$ cat config.mk
export PLATFORM = sky130hd
export DESIGN_NAME = alu_op_issue
export DESIGN_NICKNAME = d
export VERILOG_FILES = /design/src/rtl/alu_pkg.sv /design/src/rtl/alu_op_enc.sv /design/src/rtl/alu_op_issue.sv
export SDC_FILE = /design/constraint.sdc
export NUM_CORES = 1
export LEC_CHECK = 0
export ABC_AREA = 0
export CORE_AREA = 5 5 157 129
export DETAILED_ROUTE_END_ITERATION = 10
export DIE_AREA = 0 0 162 134
export PLACE_DENSITY = 0.8
export SYNTH_ARGS = -nofsm -noshare
export SYNTH_HDL_FRONTEND = slang
export SYNTH_HIERARCHICAL = 1
export SYNTH_SLANG_ARGS = --single-unit
$ cat constraint.sdc
create_clock -name clk_i -period 7.81 [get_ports clk_i]
set_input_delay 0.781 -clock clk_i [delete_from_list [all_inputs] [get_ports clk_i]]
set_output_delay 0.781 -clock clk_i [all_outputs]
set_load 0.1 [all_outputs]
$ cat src/rtl/alu_pkg.sv
// Shared ALU ctrl codes, ALUOp and funct encodings.
// Used by the issue stage and the downstream ALU.
package alu_pkg;

  localparam logic [3:0] CTRL_AND = 4'd0;
  localparam logic [3:0] CTRL_OR  = 4'd1;
  localparam logic [3:0] CTRL_ADD = 4'd2;
  localparam logic [3:0] CTRL_MUL = 4'd3;
  localparam logic [3:0] CTRL_SUB = 4'd6;
  localparam logic [3:0] CTRL_SLT = 4'd7;
  localparam logic [3:0] CTRL_NOR = 4'd12;
  localparam logic [3:0] CTRL_ILL = 4'd15;

  localparam logic [2:0] OP_ADD   = 3'b000;
  localparam logic [2:0] OP_SUB   = 3'b001;
  localparam logic [2:0] OP_RTYPE = 3'b010;
  localparam logic [2:0] OP_SLT   = 3'b011;
  localparam logic [2:0] OP_OR    = 3'b100;
  localparam logic [2:0] OP_AND   = 3'b101;

  localparam logic [5:0] FN_ADD  = 6'h20;
  localparam logic [5:0] FN_ADDU = 6'h21;
  localparam logic [5:0] FN_SUB  = 6'h22;
  localparam logic [5:0] FN_SUBU = 6'h23;
  localparam logic [5:0] FN_AND  = 6'h24;
  localparam logic [5:0] FN_OR   = 6'h25;
  localparam logic [5:0] FN_NOR  = 6'h27;
  localparam logic [5:0] FN_SLT  = 6'h2A;
  localparam logic [5:0] FN_MUL  = 6'h18;

endpackage

$ cat src/rtl/alu_op_enc.sv
// Combinational ALUOp/funct -> ALU ctrl encoder.
// Ports: aluop_i, funct_i in; ctrl_o, illegal_o out.
module alu_op_enc
  import alu_pkg::*;
(
  input  logic [2:0] aluop_i,
  input  logic [5:0] funct_i,
  output logic [3:0] ctrl_o,
  output logic       illegal_o
);

  always_comb begin
    ctrl_o = CTRL_ILL;
    unique case (aluop_i)
      OP_ADD: ctrl_o = CTRL_ADD;
      OP_SUB: ctrl_o = CTRL_SUB;
      OP_SLT: ctrl_o = CTRL_SLT;
      OP_OR:  ctrl_o = CTRL_OR;
      OP_AND: ctrl_o = CTRL_AND;
      OP_RTYPE: begin
        unique case (funct_i)
          FN_ADD, FN_ADDU: ctrl_o = CTRL_ADD;
          FN_SUB, FN_SUBU: ctrl_o = CTRL_SUB;
          FN_AND:  ctrl_o = CTRL_AND;
          FN_OR:   ctrl_o = CTRL_OR;
          FN_NOR:  ctrl_o = CTRL_NOR;
          FN_SLT:  ctrl_o = CTRL_SLT;
          FN_MUL:  ctrl_o = CTRL_MUL;
          default: ctrl_o = CTRL_ILL;
        endcase
      end
      default: ctrl_o = CTRL_ILL;
    endcase
  end

  // No legal op maps to the ILL code.
  assign illegal_o = (ctrl_o == CTRL_ILL);

endmodule

$ cat src/rtl/alu_op_issue.sv
// ALU issue stage: encode, buffer in a FIFO, hand to ALU.
// Ports: in_* upstream handshake, alu_* / ctrl/src downstream.
module alu_op_issue
  import alu_pkg::*;
#(
  parameter int unsigned DATA_W  = 32,
  parameter int unsigned DEPTH   = 2,
  parameter int unsigned MUL_LAT = 3
) (
  input  logic                       clk_i,
  input  logic                       rst_i,
  input  logic                       in_valid_i,
  output logic                       in_ready_o,
  input  logic [2:0]                 aluop_i,
  input  logic [5:0]                 funct_i,
  input  logic [DATA_W-1:0]          src1_i,
  input  logic [DATA_W-1:0]          src2_i,
  output logic                       alu_valid_o,
  input  logic                       alu_ready_i,
  output logic [3:0]                 ctrl_o,
  output logic [DATA_W-1:0]          src1_o,
  output logic [DATA_W-1:0]          src2_o,
  output logic                       illegal_o,
  output logic [$clog2(DEPTH):0]     count_o
);

  localparam int AW = $clog2(DEPTH);
  localparam int CW = AW + 1;
  localparam int MW = $clog2(MUL_LAT) + 1;

  logic [3:0]        ctrl_q [DEPTH];
  logic [DATA_W-1:0] s1_q   [DEPTH];
  logic [DATA_W-1:0] s2_q   [DEPTH];
  logic [AW-1:0]     wr_ptr;
  logic [AW-1:0]     rd_ptr;
  logic [CW-1:0]     count_q;
  logic [MW-1:0]     mul_cnt;
  logic [3:0]        last_ctrl;
  logic [DATA_W-1:0] last_s1;
  logic [DATA_W-1:0] last_s2;

  logic [3:0] enc_ctrl;
  logic       enc_ill;
  logic       empty;
  logic       push;
  logic       pop;
  logic       head_mul;
  logic       settled;

  alu_op_enc u_enc (
    .aluop_i   (aluop_i),
    .funct_i   (funct_i),
    .ctrl_o    (enc_ctrl),
    .illegal_o (enc_ill)
  );

  assign empty      = (count_q == '0);
  assign in_ready_o = (count_q < CW'(DEPTH));
  assign push       = in_valid_i & in_ready_o;
  assign head_mul   = (ctrl_q[rd_ptr] == CTRL_MUL);
  assign settled    = !head_mul ||
                      (mul_cnt == MW'(MUL_LAT - 1));
  assign alu_valid_o = !empty && settled;
  assign pop        = alu_valid_o & alu_ready_i;
  assign count_o    = count_q;

  // When empty, show the last popped entry instead of
  // whatever stale slot rd_ptr happens to point at.
  assign ctrl_o = empty ? last_ctrl : ctrl_q[rd_ptr];
  assign src1_o = empty ? last_s1   : s1_q[rd_ptr];
  assign src2_o = empty ? last_s2   : s2_q[rd_ptr];

  always_ff @(posedge clk_i or posedge rst_i) begin
    if (rst_i) begin
      for (int i = 0; i < int'(DEPTH); i++) begin
        ctrl_q[i] <= '0;
        s1_q[i]   <= '0;
        s2_q[i]   <= '0;
      end
      wr_ptr    <= '0;
      rd_ptr    <= '0;
      count_q   <= '0;
      mul_cnt   <= '0;
      last_ctrl <= '0;
      last_s1   <= '0;
      last_s2   <= '0;
      illegal_o <= 1'b0;
    end else begin
      illegal_o <= push & enc_ill;
      if (push) begin
        ctrl_q[wr_ptr] <= enc_ctrl;
        s1_q[wr_ptr]   <= src1_i;
        s2_q[wr_ptr]   <= src2_i;
        wr_ptr         <= wr_ptr + AW'(1);
      end
      if (pop) begin
        last_ctrl <= ctrl_q[rd_ptr];
        last_s1   <= s1_q[rd_ptr];
        last_s2   <= s2_q[rd_ptr];
        rd_ptr    <= rd_ptr + AW'(1);
      end
      unique case ({push, pop})
        2'b10:   count_q <= count_q + CW'(1);
        2'b01:   count_q <= count_q - CW'(1);
        default: count_q <= count_q;
      endcase
      // A new head appears after a pop or a push
      // into an empty FIFO; restart the settle timer.
      if (pop || (empty && push))
        mul_cnt <= '0;
      else if (!empty && !settled)
        mul_cnt <= mul_cnt + MW'(1);
    end
  end

endmodule

==> results of run 1 <==
## stage by stage
step | hold slack, ns | worst slack (ns)
after floorplan | 0.474 | 1.23
after global placement | 0.481 | 3.93
final | 0.502 | 3.47
after global routing | 0.514 | 3.34
after CTS | 0.502 | 3.41
after detailed placement | 0.487 | 3.95
## synth_stat cells (all sizes together)
master	count
mux2	264
dfrtp	212
nor2	203
buf	32
clkbuf	14
a21oi	10
o21ai	9
inv	8
nand2	5
mux2i	4
o31ai	4
ha	3
xnor2	3
xor2	3
a21o	2
nor2b	2
o22ai	2
a211oi	1
a31o	1
a32oi	1
and2	1
and2b	1
and3	1
and3b	1
and4b	1
and4bb	1
nand2b	1
nand3	1
nand4	1
nor3	1
nor3b	1
nor4	1
nor4bb	1
o211ai	1
o221a	1
or2	1
or3b	1
## area by class of cell
class                      instances  share of cell area, %
inverter                           8                  0.308
tap                              235                   2.41
multi-input combinational        534                   36.2
timing repair buffer             153                   12.5
clock inverter                     3                  0.328
sequential                       212                   43.5
clock buffer                      31                   4.78
## layer usage
layer	GRT usage [%]	vias up	part of all wire, %
li1	-	2985	-
met1	28.4	3162	47
met2	31.6	135	46
met3	4.30	23	5.0
met4	3.24	4	1.3
met5	0	-	0.15
## path summary, 6_finish.rpt
path / start / endpoint / slack, ns / cells after the start
min reg2reg: s2_q[8] / s2_q[8] / 0.50 / 1
max reg2reg: rd_ptr / last_s1[28] / 4.05 / 5
max in group asynchronous: rst_i / rd_ptr / 5.40 / 3
min: s2_q[8] / s2_q[8] / 0.50 / 1
min in group asynchronous: rst_i / last_s1[17] / 0.95 / 2
max: rd_ptr / alu_valid_o / 3.47 / 4
## flip-flops by register name, summed over array words and instances (netlist names)
name / cells
count_o: 2
ctrl_q: 8
illegal_o: 1
last_ctrl: 4
last_s1: 32
last_s2: 32
mul_cnt: 3
rd_ptr: 1
s1_q: 64
s2_q: 64
wr_ptr: 1
## cell usage in the layout (no fill, tap or decap), types with 4 or more instances in the layout
| cell | synthesis | final |
|---|---|---|
| a21oi_1 | 9 | 9 |
| buf_4 | 2 | 4 |
| clkbuf_1 | 14 | 8 |
| clkbuf_16 | 0 | 21 |
| clkdlybuf4s50_1 | 0 | 149 |
| dfrtp_1 | 212 | 211 |
| inv_1 | 8 | 7 |
| mux2_2 | 226 | 226 |
| mux2_4 | 38 | 38 |
| nor2_1 | 201 | 200 |
| o21ai_0 | 6 | 6 |
| o31ai_1 | 4 | 4 |
## cells by family (layout without fill, tap and decap cells)
group           count (synthesis)  count (layout)
flops                         212             212
mux                           268             268
buf+inv                        54             195
fa+ha+maj                       3               3
simple gates                  225             225
compound gates                 32              32
xor+xnor                        6               6
==> flow_summary.ini, run 1 <==
[status]
status = complete, no violations

[global_route]
grt_antenna_before_repair = 2
grt_max_degree = 151
grt_usage_pct = 19.7
grt_pass1_wl_mm = 35.3
grt_overflow = 0
grt_pass1_vias = 6811

[synth]
synth_mux_area_share_pct = 31.7
syn_area_um2 = 9990
synth_top_area_share_pct = 53.1
synth-compound-area-share_pct = 2.13
synth_top_family_by_area = multiplexers
synth_area_leaders = dfrtp_1 53%, mux2_2 25%, nor2_1 7.6%
syn_area_per_cell_um2 = 12.5
yosys_warnings = 6
synth_fa_ha_area_share_pct = 0.376
ys_types = 49
yosys_register_bits = 212
syn-num-nets = 880
syn_inst = 800
ys_seq_area_share_pct = 53.1
synth_simple_gate_area_share_pct = 9.26
synth-xor-area-share_pct = 0.526
synth_area_leader_cell = dfrtp_1

[layout]
multi_input_area_um2 = 4420
drive_gt1_share_pct = 32.8
finalNonFillerCells = 1176
fin_nets = 1010
fin_area_um2 = 12200
seqCellArea_um2 = 5310
post-route-util_pct = 65.7
area_growth_syn_to_layout_pct = 22.2
fillers = 1395
num_antenna_cells = 0

[clocking]
clk_latency_ns = 0.49
htree_levels = 1
clk_transition_reported_paths_ns = 0.06
numCtsBuffers = 21
tritoncts = yes
holdBufCountCts = 0
post_cts_resized = 0
post_cts.repair.setup_buffers = 0
cts_buffer_depth = 3
root_buffer = clkbuf_16
cts_sinks = 212

[critical_path]
critPathLaunchType = register
slowest_stage = clkdlybuf4s50_1
crit_arrival_ns = 3.56
cp_max_fo = 71
criticalPathCategory = register to output port
crit_chain = and4bb_1, o221a_4, nor2_1, clkdlybuf4s50_1
crit_required_ns = 7.03
cp_top_family = buffers and inverters
cp-end-kind = output port
cp_num_buf_inv = 1
worst_path_largest_cell_delay_ns = 1.17

[timing]
max_freq_ghz = 0.230
setup_tns_ns = 0
max_slew.worst_pin.slew_ns = 1.07
finalHoldViolations = 0
layout_worst_path_cycle_share_pct = 55.6
period_needed_ns = 4.34
rsz0062_at_grt = false
slew_headroom_pct = 28.2
maxSlewViolCount = 0
finalSetupViolCount = 0
fin_worst_skew_ns = 0.00923

[routing]
wl_per_cell_um = 18.3
drtAntennaViolNets = 0
firstDrtPassIters = 4
vias = 6309
post_drt_via_cell_ratio = 5.36
remaining_drc_errors = 0
finalWirelength_mm = 21.5
drtIter0Drc = 261

[place]
placed_cell_area_um2 = 11600
dp.final_hpwl_mm = 13.2
place_congestion = 0.721
io_buffers = 149
dpl.cell_count = 1142

[floorplan]
die_y_um = 134
core_um2 = 18600
rows = 45
pin_count = 150
fp.dieW_um = 162
start_util_pct = 53.8
dieArea_um2 = 21700

[job]
cap_violations = 0

[hold_path]
holdCritPathClass = register to register
Power of run 1 is left out: the tool's default activity adds up to more than one toggle a clock period on the data nets, which glitch-free logic cannot reach.
==> run 2: changes to the inputs <==
--- a/config.mk
+++ b/config.mk
@@ -6,10 +6,10 @@
 export NUM_CORES = 1
 export LEC_CHECK = 0
 export ABC_AREA = 0
-export CORE_AREA = 5 5 157 129
+export CORE_AREA = 5 5 166 136
 export DETAILED_ROUTE_END_ITERATION = 10
-export DIE_AREA = 0 0 162 134
-export PLACE_DENSITY = 0.8
+export DIE_AREA = 0 0 171 141
+export PLACE_DENSITY = 0.76
 export SYNTH_ARGS = -nofsm -noshare
 export SYNTH_HDL_FRONTEND = slang
 export SYNTH_HIERARCHICAL = 1
==> constraint.sdc (replaced) <==
create_clock -name clk_i -period 3.8 [get_ports clk_i]
set_input_delay 0.38 -clock clk_i [delete_from_list [all_inputs] [get_ports clk_i]]
set_output_delay 0.38 -clock clk_i [all_outputs]
set_load 0.1 [all_outputs]
==> flow_summary.ini, run 2 (synthesis results as in run 1) <==
[clocking]
cts_sinks = 212
root_buffer = clkbuf_16
tritoncts = yes
cts_buffer_depth = 3
clk_transition_reported_paths_ns = 0.06
htree_levels = 1
numCtsBuffers = 22
post_cts.repair.setup_buffers = 0
post_cts_resized = 0
holdBufCountCts = 0
clk_latency_ns = 0.49

[layout]
reg_top3 = s1_q x64, s2_q x64
fin_nets = 1018
num_antenna_cells = 0
layout_commonest_cell = mux2_2
layout_common_cells = 226 x mux2_2, 211 x dfrtp_1, 200 x nor2_1, 80 x clkdlybuf4s50_1, 77 x buf_4
area_growth_syn_to_layout_pct = 22.9
drive_gt1_share_pct = 41.0

[floorplan]
dieArea_um2 = 24100
die_y_um = 141
core_um2 = 21000
start_util_pct = 47.7
pin_count = 150
rows = 48
fp.dieW_um = 171

[routing]
remaining_drc_errors = 0
vias = 6331
drtIter0Drc = 388
firstDrtPassIters = 4
drtAntennaViolNets = 0
post_drt_via_cell_ratio = 5.15
wl_per_cell_um = 17.8
finalWirelength_mm = 21.9

[timing]
period_needed_ns = 3.12
finalHoldViolations = 0
fin_worst_skew_ns = 0.00879
finalSetupViolCount = 0
max_slew.worst_pin.slew_ns = 1.04
setup_tns_ns = 0
max_freq_ghz = 0.321
rsz0062_at_grt = false
layout_worst_path_cycle_share_pct = 82.0
maxSlewViolCount = 0
slew_headroom_pct = 30.2

[critical_path]
critPathLaunchType = register
crit_required_ns = 3.42
cp_max_fo = 45
criticalPathCategory = register to output port
crit_arrival_ns = 2.74
cp-end-kind = output port

[job]
cap_violations = 0

[place]
io_buffers = 149
dp.final_hpwl_mm = 13.9
place_congestion = 0.755

[global_route]
grt_pass1_wl_mm = 35.6
grt_max_degree = 179
grt_usage_pct = 18.1
grt_overflow = 0
grt_antenna_before_repair = 1
grt_pass1_vias = 6671

[status]
status = complete, no violations

[hold_path]
holdCritPathClass = input pin to async pin
[run 2: path summary, 6_finish.rpt]
path                            startpoint     endpoint  slack [ns]  cells past startpoint
worst max register to register  count_o[1]  last_s1[17]        1.20                      5
max in group asynchronous            rst_i     s2_q[13]        2.53                      3
worst max-delay path            count_o[1]   src2_o[22]        0.68                      5
min in group clk_i                 s1_q[3]      s1_q[3]        0.50                      1
worst min register to register     s1_q[3]      s1_q[3]        0.50                      1
worst min-delay path                 rst_i   last_s2[2]        0.39                      3
[run 2: through the flow]
stage	hold slack, ns	setup slack (ns)	instances	instance area, um^2	util, %
5_1_grt	0.432	0.532	1229	12300	58.6
4_1_cts	0.401	0.633	1229	12300	58.6
3_3_place_gp	0.482	1.20	1189	11500	55.1
6_report	0.394	0.684	1229	12300	58.6
3_5_place_dp	0.488	1.15	1189	11500	55.1
2_1_floorplan	0.474	0.212	800	9990	-
[run 2: area by class of cell]
| type | count | area (um^2) |
|---|---|---|
| fillers | 1702 | 8680 |
| flip-flops and latches | 212 | 5310 |
| multi-input cells | 534 | 4420 |
| repair buffers | 160 | 1440 |
| clock buffers | 35 | 661 |
| well taps | 275 | 344 |
| clock inverters | 5 | 77.6 |
| inverters | 8 | 33.8 |
[run 2: critical path, stage by stage (launching register included)]
cell and delay, ns:
dfrtp_1 0.51, or2_4 0.61, buf_4 0.50, nor2_1 0.08
nor2_1 0.21, buf_4 0.33
[run 2: per-layer routing]
metal | GRT usage (%) | wire length (um)
met1 | 26.6 | 10500
met2 | 28.1 | 9720
met3 | 4.40 | 1400
met4 | 2.50 | 229
met5 | 0 | 20
Power of run 2 is left out for the same reason.
==> run 3: changes to the inputs <==
==> constraint.sdc (replaced) <==
create_clock -name clk_i -period 2.8 [get_ports clk_i]
set_input_delay 0.28 -clock clk_i [delete_from_list [all_inputs] [get_ports clk_i]]
set_output_delay 0.28 -clock clk_i [all_outputs]
set_load 0.1 [all_outputs]
==> flow_summary.ini, run 3 (synthesis results as in run 1) <==
[timing]
max_freq_ghz = 0.381
fin_hold_ws_ns = 0.243
finalSetupViolCount = 0
fin_worst_skew_ns = 0.0134
finalWorstSetupSlack_ns = 0.174
period_needed_ns = 2.63
rsz0062_at_grt = false
layout_worst_path_cycle_share_pct = 93.8
max_slew.worst_pin.slew_ns = 0.692
finalHoldViolations = 0
setup_tns_ns = 0
slew_headroom_pct = 53.8
maxSlewViolCount = 0

[clocking]
root_buffer = clkbuf_16
numCtsBuffers = 22
cts_buffer_depth = 3
cts_sinks = 212
holdBufCountCts = 0
clk_transition_reported_paths_ns = 0.06
post_cts.repair.setup_buffers = 0
post_cts_resized = 0
tritoncts = yes
clk_latency_ns = 0.50
htree_levels = 1

[global_route]
grt_antenna_before_repair = 0
grt_overflow = 0
grt_pass1_wl_mm = 37.7
grt_usage_pct = 19.0
grt_pass1_vias = 7202
grt_max_degree = 79

[place]
preCtsSetupSlack_ns = 0.476
dpl.cell_count = 1194
place_congestion = 0.782
io_buffers = 149
dp.final_hpwl_mm = 14.8

[critical_path]
crit_arrival_ns = 2.35
cp-end-kind = output port
r2r_slack_ns = 0.45
crit-reg2reg-launch = rd_ptr
ff2ff_path_depth = 5
crit_required_ns = 2.52
cp_max_fo = 30
criticalPathCategory = register to output port
reg2reg_to = last_s1[9]
critPathLaunchType = register

[floorplan]
start_util_pct = 47.7
fp.dieW_um = 171
core_um2 = 21000
rows = 48
die_y_um = 141
pin_count = 150
dieArea_um2 = 24100

[hold_path]
holdCritPathClass = input pin to async pin

[routing]
vias = 6444
firstDrtPassIters = 6
finalWirelength_mm = 22.2
drtIter0Drc = 299
wl_per_cell_um = 18.0
remaining_drc_errors = 0
post_drt_via_cell_ratio = 5.22
drtAntennaViolNets = 0

[job]
cap_violations = 0

[layout]
finalNonFillerCells = 1234
drive_gt1_share_pct = 49.4
reg_top3 = s1_q x64, s2_q x64
fin_nets = 1023
num_antenna_cells = 0
layout_common_cells = 226 x mux2_2, 211 x dfrtp_1, 135 x nor2_1, 78 x buf_12, 76 x clkdlybuf4s50_1
layout_commonest_cell = mux2_2
area_growth_syn_to_layout_pct = 36.6

[status]
status = complete, no violations
run 3: changes by cell type in the layout (fill, tap and decap cells not counted), moves of 5 or more:
| cell | delta |
|---|---|
| nor2_1 | -65 |
| nor2_4 | +36 |
| clkbuf_1 | -5 |
| buf_12 | +75 |
| buf_4 | -66 |
| nor2_2 | +29 |
run 3: worst max-delay path by stage:
stage                     slack [ns]     endpoint  depth (start not counted)  startpoint
after floorplan                -0.24   count_o[0]                          1       rst_i
after global placement          0.52   last_s1[9]                          5      rd_ptr
after detailed placement        0.48  last_s1[14]                          5      rd_ptr
after CTS                       0.15   src2_o[24]                          5      rd_ptr
after global routing            0.08   src2_o[18]                          5      rd_ptr
final                           0.17   src2_o[24]                          5      rd_ptr
run 3: critical path, cell delays in order (launching register included):
cell	delay, ns
dfrtp_4	0.55
buf_4	0.43
mux2_2	0.42
nor2_1	0.20
nor2_4	0.06
buf_12	0.17
run 3: metal layers:
layer	up-vias	part of all wire (%)	track usage [%]
met4	0	1.3	2.92
met2	149	45	29.8
met5	-	0	0
met3	25	5.9	4.01
li1	3011	-	-
met1	3259	48	28.0
run 3: per-stage QoR:
stage,util [%],area (um^2)
finish,65.1,13700
global route,65.1,13700
CTS,65.1,13700
detailed placement,61.5,12900
global placement,61.5,12900
floorplan,-,10400
run 3: final cells by class:
type                            count  area, um^2
Clock buffer                       31         656
Tap cell                          275         344
Timing Repair Buffer              165        2400
Sequential cell                   212        5310
Multi-Input combinational cell    534        4810
Fill cell                        1491        7310
Inverter                            8        33.8
Clock inverter                      9        97.6
Power of run 3 is left out for the same reason.
